## src/rtl/ac97_pkg.sv

```systemverilog
// Shared definitions for the AC-link command arbiter: slot/field widths,
// FSM state encoding and the default read-response timeout.
package ac97_pkg;

    localparam int unsigned SlotW            = 20;
    localparam int unsigned AddrW            = 7;
    localparam int unsigned DataW            = 16;
    localparam int unsigned TimeoutFramesDef = 4;
    localparam int unsigned CntW             = 4;

    typedef enum logic [1:0] {
        StIdle,
        StIssue,
        StWaitResp,
        StDone
    } ac97_state_e;

    // Command address slot: bit 19 is the read flag, [18:12] the register index.
    function automatic logic [SlotW-1:0] cmd_addr_slot(input logic             wr,
                                                       input logic [AddrW-1:0] addr);
        return {~wr, addr, 12'h000};
    endfunction

endpackage

```

## src/rtl/ac97_rr_arb2.sv

```systemverilog
// Two-way round-robin grant. prio_i names the requester that wins a tie;
// the parent flips it to the loser after every grant.
module ac97_rr_arb2 (
    input  logic [1:0] req_i,
    input  logic       prio_i,
    output logic       gnt_valid_o,
    output logic       gnt_idx_o
);

    // Prefer the priority requester, otherwise take whichever one is asking.
    always_comb begin
        gnt_valid_o = |req_i;
        gnt_idx_o   = 1'b0;
        if (req_i[prio_i]) begin
            gnt_idx_o = prio_i;
        end else if (req_i[~prio_i]) begin
            gnt_idx_o = ~prio_i;
        end
    end

endmodule

```

## src/rtl/ac97_cmd_arbiter.sv

```systemverilog
// AC97 codec register command arbiter: shares slots 1/2 of the AC-link between
// two requesters, one command outstanding at a time, and matches read
// responses by echoed register address.
// Optional feature: define AC97_CMD_TIMEOUT_EN to fail reads that get no
// response within TIMEOUT_FRAMES frames (req_err=1, rdata=16'hFFFF).
module ac97_cmd_arbiter
    import ac97_pkg::*;
#(
    parameter int unsigned TIMEOUT_FRAMES = TimeoutFramesDef
) (
    input  logic                   ac97_bitclk,
    input  logic                   ac97_rst_b,
    input  logic                   ac97_strobe,
    input  logic [SlotW-1:0]       ac97_in_slot1,
    input  logic                   ac97_in_slot1_valid,
    input  logic [SlotW-1:0]       ac97_in_slot2,
    input  logic [1:0]             req_valid,
    input  logic [1:0]             req_write,
    input  logic [2*AddrW-1:0]     req_addr,
    input  logic [2*DataW-1:0]     req_wdata,
    output logic [1:0]             req_ack,
    output logic [1:0]             req_err,
    output logic [DataW-1:0]       rdata,
    output logic [SlotW-1:0]       ac97_out_slot1,
    output logic                   ac97_out_slot1_valid,
    output logic [SlotW-1:0]       ac97_out_slot2,
    output logic                   ac97_out_slot2_valid,
    output logic                   busy
);

    if (TIMEOUT_FRAMES < 1 || TIMEOUT_FRAMES > 15) begin : g_bad_timeout
        $error("TIMEOUT_FRAMES must be in 1..15");
    end

    ac97_state_e        state_q, state_d;
    logic [SlotW-1:0]   slot1_q, slot1_d;
    logic               slot1_vld_q, slot1_vld_d;
    logic [SlotW-1:0]   slot2_q, slot2_d;
    logic               slot2_vld_q, slot2_vld_d;
    logic [1:0]         ack_q, ack_d;
    logic [DataW-1:0]   rdata_q, rdata_d;
    logic               gnt_idx_q, gnt_idx_d;
    logic               prio_q, prio_d;
    logic               wr_q, wr_d;
    logic [AddrW-1:0]   addr_q, addr_d;
`ifdef AC97_CMD_TIMEOUT_EN
    logic [1:0]         err_q, err_d;
    logic [CntW-1:0]    cnt_q, cnt_d;
`endif

    logic               arb_valid;
    logic               arb_idx;
    logic               resp_hit;
    logic [AddrW-1:0]   sel_addr;
    logic [DataW-1:0]   sel_wdata;
    logic               sel_write;
    logic               unused_in_bits;

    ac97_rr_arb2 u_arb (
        .req_i       (req_valid),
        .prio_i      (prio_q),
        .gnt_valid_o (arb_valid),
        .gnt_idx_o   (arb_idx)
    );

    // Only the echoed address field and the 16 data bits matter on receive.
    assign unused_in_bits = ^{ac97_in_slot1[19], ac97_in_slot1[11:0], ac97_in_slot2[3:0]};

    assign sel_addr  = arb_idx ? req_addr[2*AddrW-1:AddrW] : req_addr[AddrW-1:0];
    assign sel_wdata = arb_idx ? req_wdata[2*DataW-1:DataW] : req_wdata[DataW-1:0];
    assign sel_write = req_write[arb_idx];
    assign resp_hit  = ac97_in_slot1_valid && (ac97_in_slot1[18:12] == addr_q);

    // Next-state and registered-output logic; transitions only on frame strobes,
    // except DONE which always falls back to IDLE after its single ack cycle.
    always_comb begin
        state_d     = state_q;
        slot1_d     = slot1_q;
        slot1_vld_d = slot1_vld_q;
        slot2_d     = slot2_q;
        slot2_vld_d = slot2_vld_q;
        ack_d       = 2'b00;
        rdata_d     = rdata_q;
        gnt_idx_d   = gnt_idx_q;
        prio_d      = prio_q;
        wr_d        = wr_q;
        addr_d      = addr_q;
`ifdef AC97_CMD_TIMEOUT_EN
        err_d       = err_q;
        cnt_d       = cnt_q;
`endif
        unique case (state_q)
            StIdle: begin
                if (ac97_strobe && arb_valid) begin
                    gnt_idx_d   = arb_idx;
                    prio_d      = ~arb_idx;
                    wr_d        = sel_write;
                    addr_d      = sel_addr;
                    slot1_d     = cmd_addr_slot(sel_write, sel_addr);
                    slot1_vld_d = 1'b1;
                    slot2_d     = sel_write ? {sel_wdata, 4'h0} : '0;
                    slot2_vld_d = sel_write;
                    state_d     = StIssue;
                end
            end
            StIssue: begin
                if (ac97_strobe) begin
                    slot1_d     = '0;
                    slot1_vld_d = 1'b0;
                    slot2_d     = '0;
                    slot2_vld_d = 1'b0;
                    if (wr_q) begin
                        ack_d   = 2'b01 << gnt_idx_q;
                        state_d = StDone;
                    end else begin
`ifdef AC97_CMD_TIMEOUT_EN
                        cnt_d   = '0;
`endif
                        state_d = StWaitResp;
                    end
                end
            end
            StWaitResp: begin
                if (ac97_strobe) begin
                    if (resp_hit) begin
                        rdata_d = ac97_in_slot2[19:4];
                        ack_d   = 2'b01 << gnt_idx_q;
                        state_d = StDone;
                    end
`ifdef AC97_CMD_TIMEOUT_EN
                    // This strobe is the TIMEOUT_FRAMES-th without a match.
                    else if (cnt_q == CntW'(TIMEOUT_FRAMES - 1)) begin
                        rdata_d = 16'hFFFF;
                        err_d   = 2'b01 << gnt_idx_q;
                        ack_d   = 2'b01 << gnt_idx_q;
                        state_d = StDone;
                    end else begin
                        cnt_d = cnt_q + 1'b1;
                    end
`endif
                end
            end
            StDone: begin
`ifdef AC97_CMD_TIMEOUT_EN
                err_d   = 2'b00;
`endif
                state_d = StIdle;
            end
            default: state_d = StIdle;
        endcase
    end

    // State and output registers; reset drops any in-flight command silently.
    always_ff @(posedge ac97_bitclk or negedge ac97_rst_b) begin
        if (!ac97_rst_b) begin
            state_q     <= StIdle;
            slot1_q     <= '0;
            slot1_vld_q <= 1'b0;
            slot2_q     <= '0;
            slot2_vld_q <= 1'b0;
            ack_q       <= 2'b00;
            rdata_q     <= '0;
            gnt_idx_q   <= 1'b0;
            prio_q      <= 1'b0;
            wr_q        <= 1'b0;
            addr_q      <= '0;
`ifdef AC97_CMD_TIMEOUT_EN
            err_q       <= 2'b00;
            cnt_q       <= '0;
`endif
        end else begin
            state_q     <= state_d;
            slot1_q     <= slot1_d;
            slot1_vld_q <= slot1_vld_d;
            slot2_q     <= slot2_d;
            slot2_vld_q <= slot2_vld_d;
            ack_q       <= ack_d;
            rdata_q     <= rdata_d;
            gnt_idx_q   <= gnt_idx_d;
            prio_q      <= prio_d;
            wr_q        <= wr_d;
            addr_q      <= addr_d;
`ifdef AC97_CMD_TIMEOUT_EN
            err_q       <= err_d;
            cnt_q       <= cnt_d;
`endif
        end
    end

    assign req_ack              = ack_q;
`ifdef AC97_CMD_TIMEOUT_EN
    assign req_err              = err_q;
`else
    assign req_err              = 2'b00;
`endif
    assign rdata                = rdata_q;
    assign ac97_out_slot1       = slot1_q;
    assign ac97_out_slot1_valid = slot1_vld_q;
    assign ac97_out_slot2       = slot2_q;
    assign ac97_out_slot2_valid = slot2_vld_q;
    assign busy                 = (state_q != StIdle);

endmodule
```

## config.mk

```make
export PLATFORM = sky130hd
export DESIGN_NAME = ac97_cmd_arbiter
export DESIGN_NICKNAME = d
export VERILOG_FILES = /design/src/rtl/ac97_pkg.sv /design/src/rtl/ac97_rr_arb2.sv /design/src/rtl/ac97_cmd_arbiter.sv
export SDC_FILE = /design/constraint.sdc
export NUM_CORES = 1
export LEC_CHECK = 0
export CAP_MARGIN = 20
export CORE_MARGIN = 5
export CORE_UTILIZATION = 38
export DETAILED_ROUTE_END_ITERATION = 8
export GPL_TIMING_DRIVEN = 0
export PLACE_DENSITY_LB_ADDON = 0.3
export SLEW_MARGIN = 20
export SYNTH_ARGS = -nofsm -noshare
export SYNTH_HDL_FRONTEND = slang
export SYNTH_SLANG_ARGS = --single-unit
```

## constraint.sdc

```tcl
create_clock -name ac97_bitclk -period 2.11 [get_ports ac97_bitclk]
set_input_delay 0.3165 -clock ac97_bitclk [delete_from_list [all_inputs] [get_ports ac97_bitclk]]
set_output_delay 0.3165 -clock ac97_bitclk [all_outputs]
set_load 0.01 [all_outputs]
```

Word-level counts from Yosys, hierarchy flattened
Cells that the tools add are included.
- bits in registers: 72
- input port bits: 94
- output and inout port bits: 63
- logic and storage cells: 68
- magnitude comparators: 3
- eq/ne operators: 8
- shift-type cells: 1
- multiplexer cells: 32
- bitwise logic cells: 3
- reductions and logical operators: 10
- operators with widths (cell ; count):
    $mux W20 ; 4
    $pmux W20 S2 ; 2
    $mux W16 ; 1
    $mux W2 ; 8
    $mux W1 ; 12
    $ne A2 B2 Y1 const B ; 4
    $pmux W2 S4 ; 1
    $eq A7 B7 Y1 ; 1
    $mux W7 ; 1
    $lt A1 B2 Y1 const B ; 3
    $reduce_and A3 Y1 ; 2
    $eq A2 B2 Y1 const B ; 2
    $pmux W1 S2 ; 2
    $pmux W2 S2 ; 1
    $reduce_and A4 Y1 ; 1
    $reduce_bool A2 Y1 ; 2
    $not A1 Y1 ; 3
    $eq A2 B1 Y1 const B ; 1
    $logic_and A1 B1 Y1 ; 2
    $logic_not A2 Y1 ; 1
    $reduce_and A2 Y1 ; 1
    $reduce_or A2 Y1 ; 1
    $shl A1 B1 Y2 const A ; 1

Longest topological paths before layout
- depth after elaboration: 10
- mapped depth: 8

Hierarchy
A second synthesis with hierarchy kept.
- cell total of the unflattened synthesis: 238
- area, all modules: 2655.0 µm²
- by module, submodules not included (module ; times used ; cells each ; area each (µm²) ; seq. area each (µm²)):
    ac97_cmd_arbiter ; 1 ; 235 ; 2637.5 ; 1401.3
    ac97_rr_arb2 ; 1 ; 3 ; 17.5 ; 0.0

Worst setup path after synthesis
OpenSTA, ideal clock, no wires.
- kind: register to register
- from: reg addr_q[2]
- to: reg rdata_q[10] (netlist: rdata[10])
- setup time: 125 ps
- arrival time: 1784 ps
- required time: 1985 ps
- path slack: 200 ps
- stages on the path, launching flop included: 7
- buffers on the path: 1
- period minus slack after synthesis: 1910 ps
- path through: dfrtp_1 > xor2_1 > or4_1 > nor3_2 > nand2_2 > buf_6 > mux2_4
- longest elaborated chain between the ends: 3
- RTL lines (item ; line ; text):
    start, declared ; ac97_cmd_arbiter.sv:45 ; logic [AddrW-1:0] addr_q, addr_d;
    start signal, assigned ; ac97_cmd_arbiter.sv:182 ; addr_q <= addr_d;
    $eq A7 B7 Y1 ; ac97_cmd_arbiter.sv:72 ; assign resp_hit = ac97_in_slot1_valid && (ac97_in_slot1[18:12] == addr_q);
    $logic_and A1 B1 Y1 ; ac97_cmd_arbiter.sv:72 ;
    $reduce_and A3 Y1 (no source line) ; - ;
    end signal, assigned ; ac97_cmd_arbiter.sv:178 ; rdata_q <= rdata_d;
    end, declared ; ac97_cmd_arbiter.sv:41 ; logic [DataW-1:0] rdata_q, rdata_d;
Every way passes these cells.
A chain may end at the register's enable or synchronous reset.

Worst setup path after layout
- from: reg addr_q[2]
- to: reg rdata_q[8] (netlist: rdata[8])
Same word-level chain as after synthesis.

==> results.sh <==
export IMPL_via_count=2183
export IMPL_final_min_period_over_clock_period_pct=97.0
export IMPL_start_kind="register"
export IMPL_holdBufCountCts=0
export IMPL_insertedDiodeCount=0
export IMPL_gate_count_of_the_mapped_netlist=239
export IMPL_synth_top_area_share_pct=52.8
export IMPL_synth_distinct_cells=33
export IMPL_cts_made_buffers=5
export IMPL_clk_pin_slew_worst_paths_ns=0.11
export IMPL_antenna_found_initial=0
export IMPL_post_synth_fa_ha_maj_area_fraction_pct=1.89
export IMPL_die_area_sq_um=8750
export IMPL_yosys_most_used_dff="sky130_fd_sc_hd__dfrtp_1"
export IMPL_finalWorstPathRequiredPeriod_ns=2.05
export IMPL_seqCellArea_sq_um=1400
export IMPL_yosys_warnings=0
export IMPL_grt_pass1_wl_mm=10.8
export IMPL_synth_mux_area_share_pct=17.4
export IMPL_numClockSinks=56
export IMPL_fin_worst_skew_ns=0.0121
export IMPL_status="completed"
export IMPL_filler_cell_count=598
export IMPL_clock_tree_htree_level_count=2
export IMPL_relSlewSlack_pct=52.3
export IMPL_final_max_slew_violation_count=0
export IMPL_cts_tree="yes"
export IMPL_finalWirelength_mm=6.85
export IMPL_cts_root_buf="sky130_fd_sc_hd__clkbuf_8"
export IMPL_clock_insertion_delay_at_the_later_pin_of_the_skew_report_ns=0.31
export IMPL_core_area_sq_um=6790
export IMPL_final_sum_of_negative_setup_slack_ns=0
export IMPL_clock_buffer_depth=2
export IMPL_num_nets_final=483
export IMPL_syn2layout_area_growth_pct=58.9
export IMPL_synth_enable_flop_cells=0
export IMPL_detail_route_drc_violations=0
export IMPL_detailedPlacementHpwl_mm=5.38
export IMPL_worstSetupPathType="reg2reg"
export IMPL_drive_above_1_share_pct=16.8
export IMPL_synth_top_family_by_area="multiplexers"
export IMPL_die_width_um=93.6
export IMPL_worst_ir_drop_vdd_v=0.000486
export IMPL_synth_largest_area_cell="sky130_fd_sc_hd__dfrtp_1"
export IMPL_max_slew_worst_pin_slew_ns=0.716
export IMPL_report_final_hold_viol_count=0
export IMPL_globalRouteOverflowTotal=0
export IMPL_std_cell_rows=30
export IMPL_worst_setup_end_kind="register"
export IMPL_hp_class="in2async"
export IMPL_synth_compound_area_share_pct=9.15
export IMPL_drv_max_cap_violation_count=0
export IMPL_die_h_um=93.6
export IMPL_drt_first_iter_violations=72
export IMPL_cp_required_ns=2.31
export IMPL_routedWlPerCell_um=14.2
export IMPL_grt_pass1_vias=2233
export IMPL_post_synth_cell_area_avg_sq_um=11.1
export IMPL_setup_violations_final=0
export IMPL_postPlaceCellArea_sq_um=4050
export IMPL_fin_hold_ws_ns=0.0519
export IMPL_synth_simple_gate_area_share_pct=8.82
export IMPL_worstPathArrival_ns=2.24
export IMPL_multi_input_comb_area_sq_um=1150
export IMPL_io_pin_count=157
export IMPL_firstDrtPassIters=4
export IMPL_maxClockFrequency_mhz=489
export IMPL_synth_sequential_area_ratio_pct=52.8
export IMPL_synth_area_sq_um=2650
export IMPL_gpl_final_weighted_congestion=0.750
export IMPL_floorplan_initialDensity_pct=39.0
export IMPL_pin_count_of_the_biggest_net_entering_global_routing=57
export IMPL_io_buffers=121
export IMPL_cellLeakagePower_nw=2.01
export IMPL_worstPathMaxFanout=10
export IMPL_final_antenna_net_count=0
export IMPL_power_per_cell_area_nw_per_um2=970
export IMPL_ys_top_cells_by_area="sky130_fd_sc_hd__dfrtp_1 (53%), sky130_fd_sc_hd__mux2i_1 (9.1%), sky130_fd_sc_hd__o21ai_0 (6.4%)"
export IMPL_design_area_sq_um=4220
export IMPL_synthArstFlopShare_pct=100
export IMPL_ys_seq_elements=56
export IMPL_yosys_area_share_xor_xnor_pct=2.31
export IMPL_global_routing_usage_summed_across_all_routing_layers_pct=15.7
export IMPL_post_drt_via_cell_ratio=4.53
[through the flow]
stage	cells	util (%)	setup slack (ns)	total power, mW
after detailed placement	473	59.5	-0.413	3.32
final	482	62.0	0.0637	4.09
after floorplan	256	-	0.200	2.46
after global routing	482	62.0	-0.00641	4.38
after global placement	473	59.6	-1.02	3.27
after CTS	481	61.5	0.0227	4.08
[final cells by class]
class	instances	share of cell area (%)
Multi-Input combinational cell	168	27.3
Inverter	4	0.356
Tap cell	96	2.85
Buffer	28	4.45
Sequential cell	56	33.2
Timing Repair Buffer	122	28.9
Clock buffer	6	1.96
Clock inverter	2	0.920
[Yosys cell counts (2+ instances only)]
master                      n
sky130_fd_sc_hd__o21ai_0   34
sky130_fd_sc_hd__a31o_2     2
sky130_fd_sc_hd__nand2_1   40
sky130_fd_sc_hd__inv_1      4
sky130_fd_sc_hd__mux2_2     9
sky130_fd_sc_hd__nand2b_1   2
sky130_fd_sc_hd__nor2_1     2
sky130_fd_sc_hd__buf_2      2
sky130_fd_sc_hd__dfrtp_1   56
sky130_fd_sc_hd__mux2_4     8
sky130_fd_sc_hd__ha_1       4
sky130_fd_sc_hd__xnor2_1    4
sky130_fd_sc_hd__mux2i_1   24
sky130_fd_sc_hd__clkbuf_1   6
sky130_fd_sc_hd__a21oi_1    5
sky130_fd_sc_hd__buf_4     18
sky130_fd_sc_hd__xor2_1     3
[layout by cell type (no fill, tap or decap), types with 3 or more instances in the layout]
cell                                n
sky130_fd_sc_hd__mux2_2             9
sky130_fd_sc_hd__clkbuf_8           6
sky130_fd_sc_hd__buf_4             20
sky130_fd_sc_hd__nand2_1           40
sky130_fd_sc_hd__o21ai_0           34
sky130_fd_sc_hd__clkdlybuf4s50_1  118
sky130_fd_sc_hd__conb_1            18
sky130_fd_sc_hd__clkbuf_2           4
sky130_fd_sc_hd__xnor2_1            4
sky130_fd_sc_hd__xor2_1             3
sky130_fd_sc_hd__ha_1               3
sky130_fd_sc_hd__a21oi_1            4
sky130_fd_sc_hd__inv_1              4
sky130_fd_sc_hd__mux2i_1           23
sky130_fd_sc_hd__dfrtp_1           56
sky130_fd_sc_hd__mux2_4             8
[critical path, stage by stage (launching register included)]
cell,delay (ns)
sky130_fd_sc_hd__dfrtp_1,0.42
sky130_fd_sc_hd__xor2_1,0.18
sky130_fd_sc_hd__or4_4,0.54
sky130_fd_sc_hd__nor3_2,0.26
sky130_fd_sc_hd__nand2_4,0.08
sky130_fd_sc_hd__buf_6,0.16
sky130_fd_sc_hd__mux2_4,0.30
[routing by layer]
layer	vias to the layer above	part of all wire, %	global-route usage [%]
met4	0	0.69	3.25
met5	-	0	0
met1	1029	40	18.3
met2	80	50	27.3
li1	1070	-	-
met3	4	8.8	6.03
[sequential cells by signal (all words and copies together), names as in the netlist]
register              flops
wr_q                      1
state_q                   2
ac97_out_slot2_valid      1
req_ack                   2
ac97_out_slot1_valid      1
prio_q                    1
ac97_out_slot2           16
ac97_out_slot1            8
rdata                    16
addr_q                    7
gnt_idx_q                 1
[repair_timing]
| item | 4_1_cts | 5_1_grt |
|---|---|---|
| pin swaps | 1 | 2 |
| endpoints found under the setup margin | 28 | 39 |
| buffers inserted | 0 | 1 |
| resized for setup | 4 | 14 |
[where the power goes]
part | internal [mW] | switching [mW] | leakage, nW
registers | 1.39 | 0.194 | 0.754
logic | 0.905 | 0.846 | 1.19
clock network | 0.389 | 0.367 | 0.0614
[path summary, 6_finish.rpt]
kind,startpoint,end,slack (ns),cells past startpoint
worst min register to register,ac97_out_slot2[8]$_DFFE_PN0P_,ac97_out_slot2[8]$_DFFE_PN0P_,0.49,2
max in group asynchronous,ac97_rst_b,ac97_out_slot2[15]$_DFFE_PN0P_,1.59,1
min in group ac97_bitclk,ac97_out_slot2[8]$_DFFE_PN0P_,ac97_out_slot2[8]$_DFFE_PN0P_,0.49,2
worst max-delay path,addr_q[2]$_DFFE_PN0P_,rdata[8]$_DFFE_PN0P_,0.06,6
worst min-delay path,ac97_rst_b,addr_q[1]$_DFFE_PN0P_,0.05,1
worst max register to register,addr_q[2]$_DFFE_PN0P_,rdata[8]$_DFFE_PN0P_,0.06,6
[kinds of logic (layout without fill, tap and decap cells)]
kind of cell / after synthesis / count (layout)
flip-flops: 56 / 56
buffers and inverters: 32 / 162
AO/OA/AOI/OAI: 45 / 45
AND/OR/NAND/NOR: 53 / 53
multiplexers: 41 / 41
XOR/XNOR: 7 / 7
adder cells (fa/ha/maj): 4 / 4
other: 1 / 18
No activity file was read; power rests on OpenSTA's default activity.
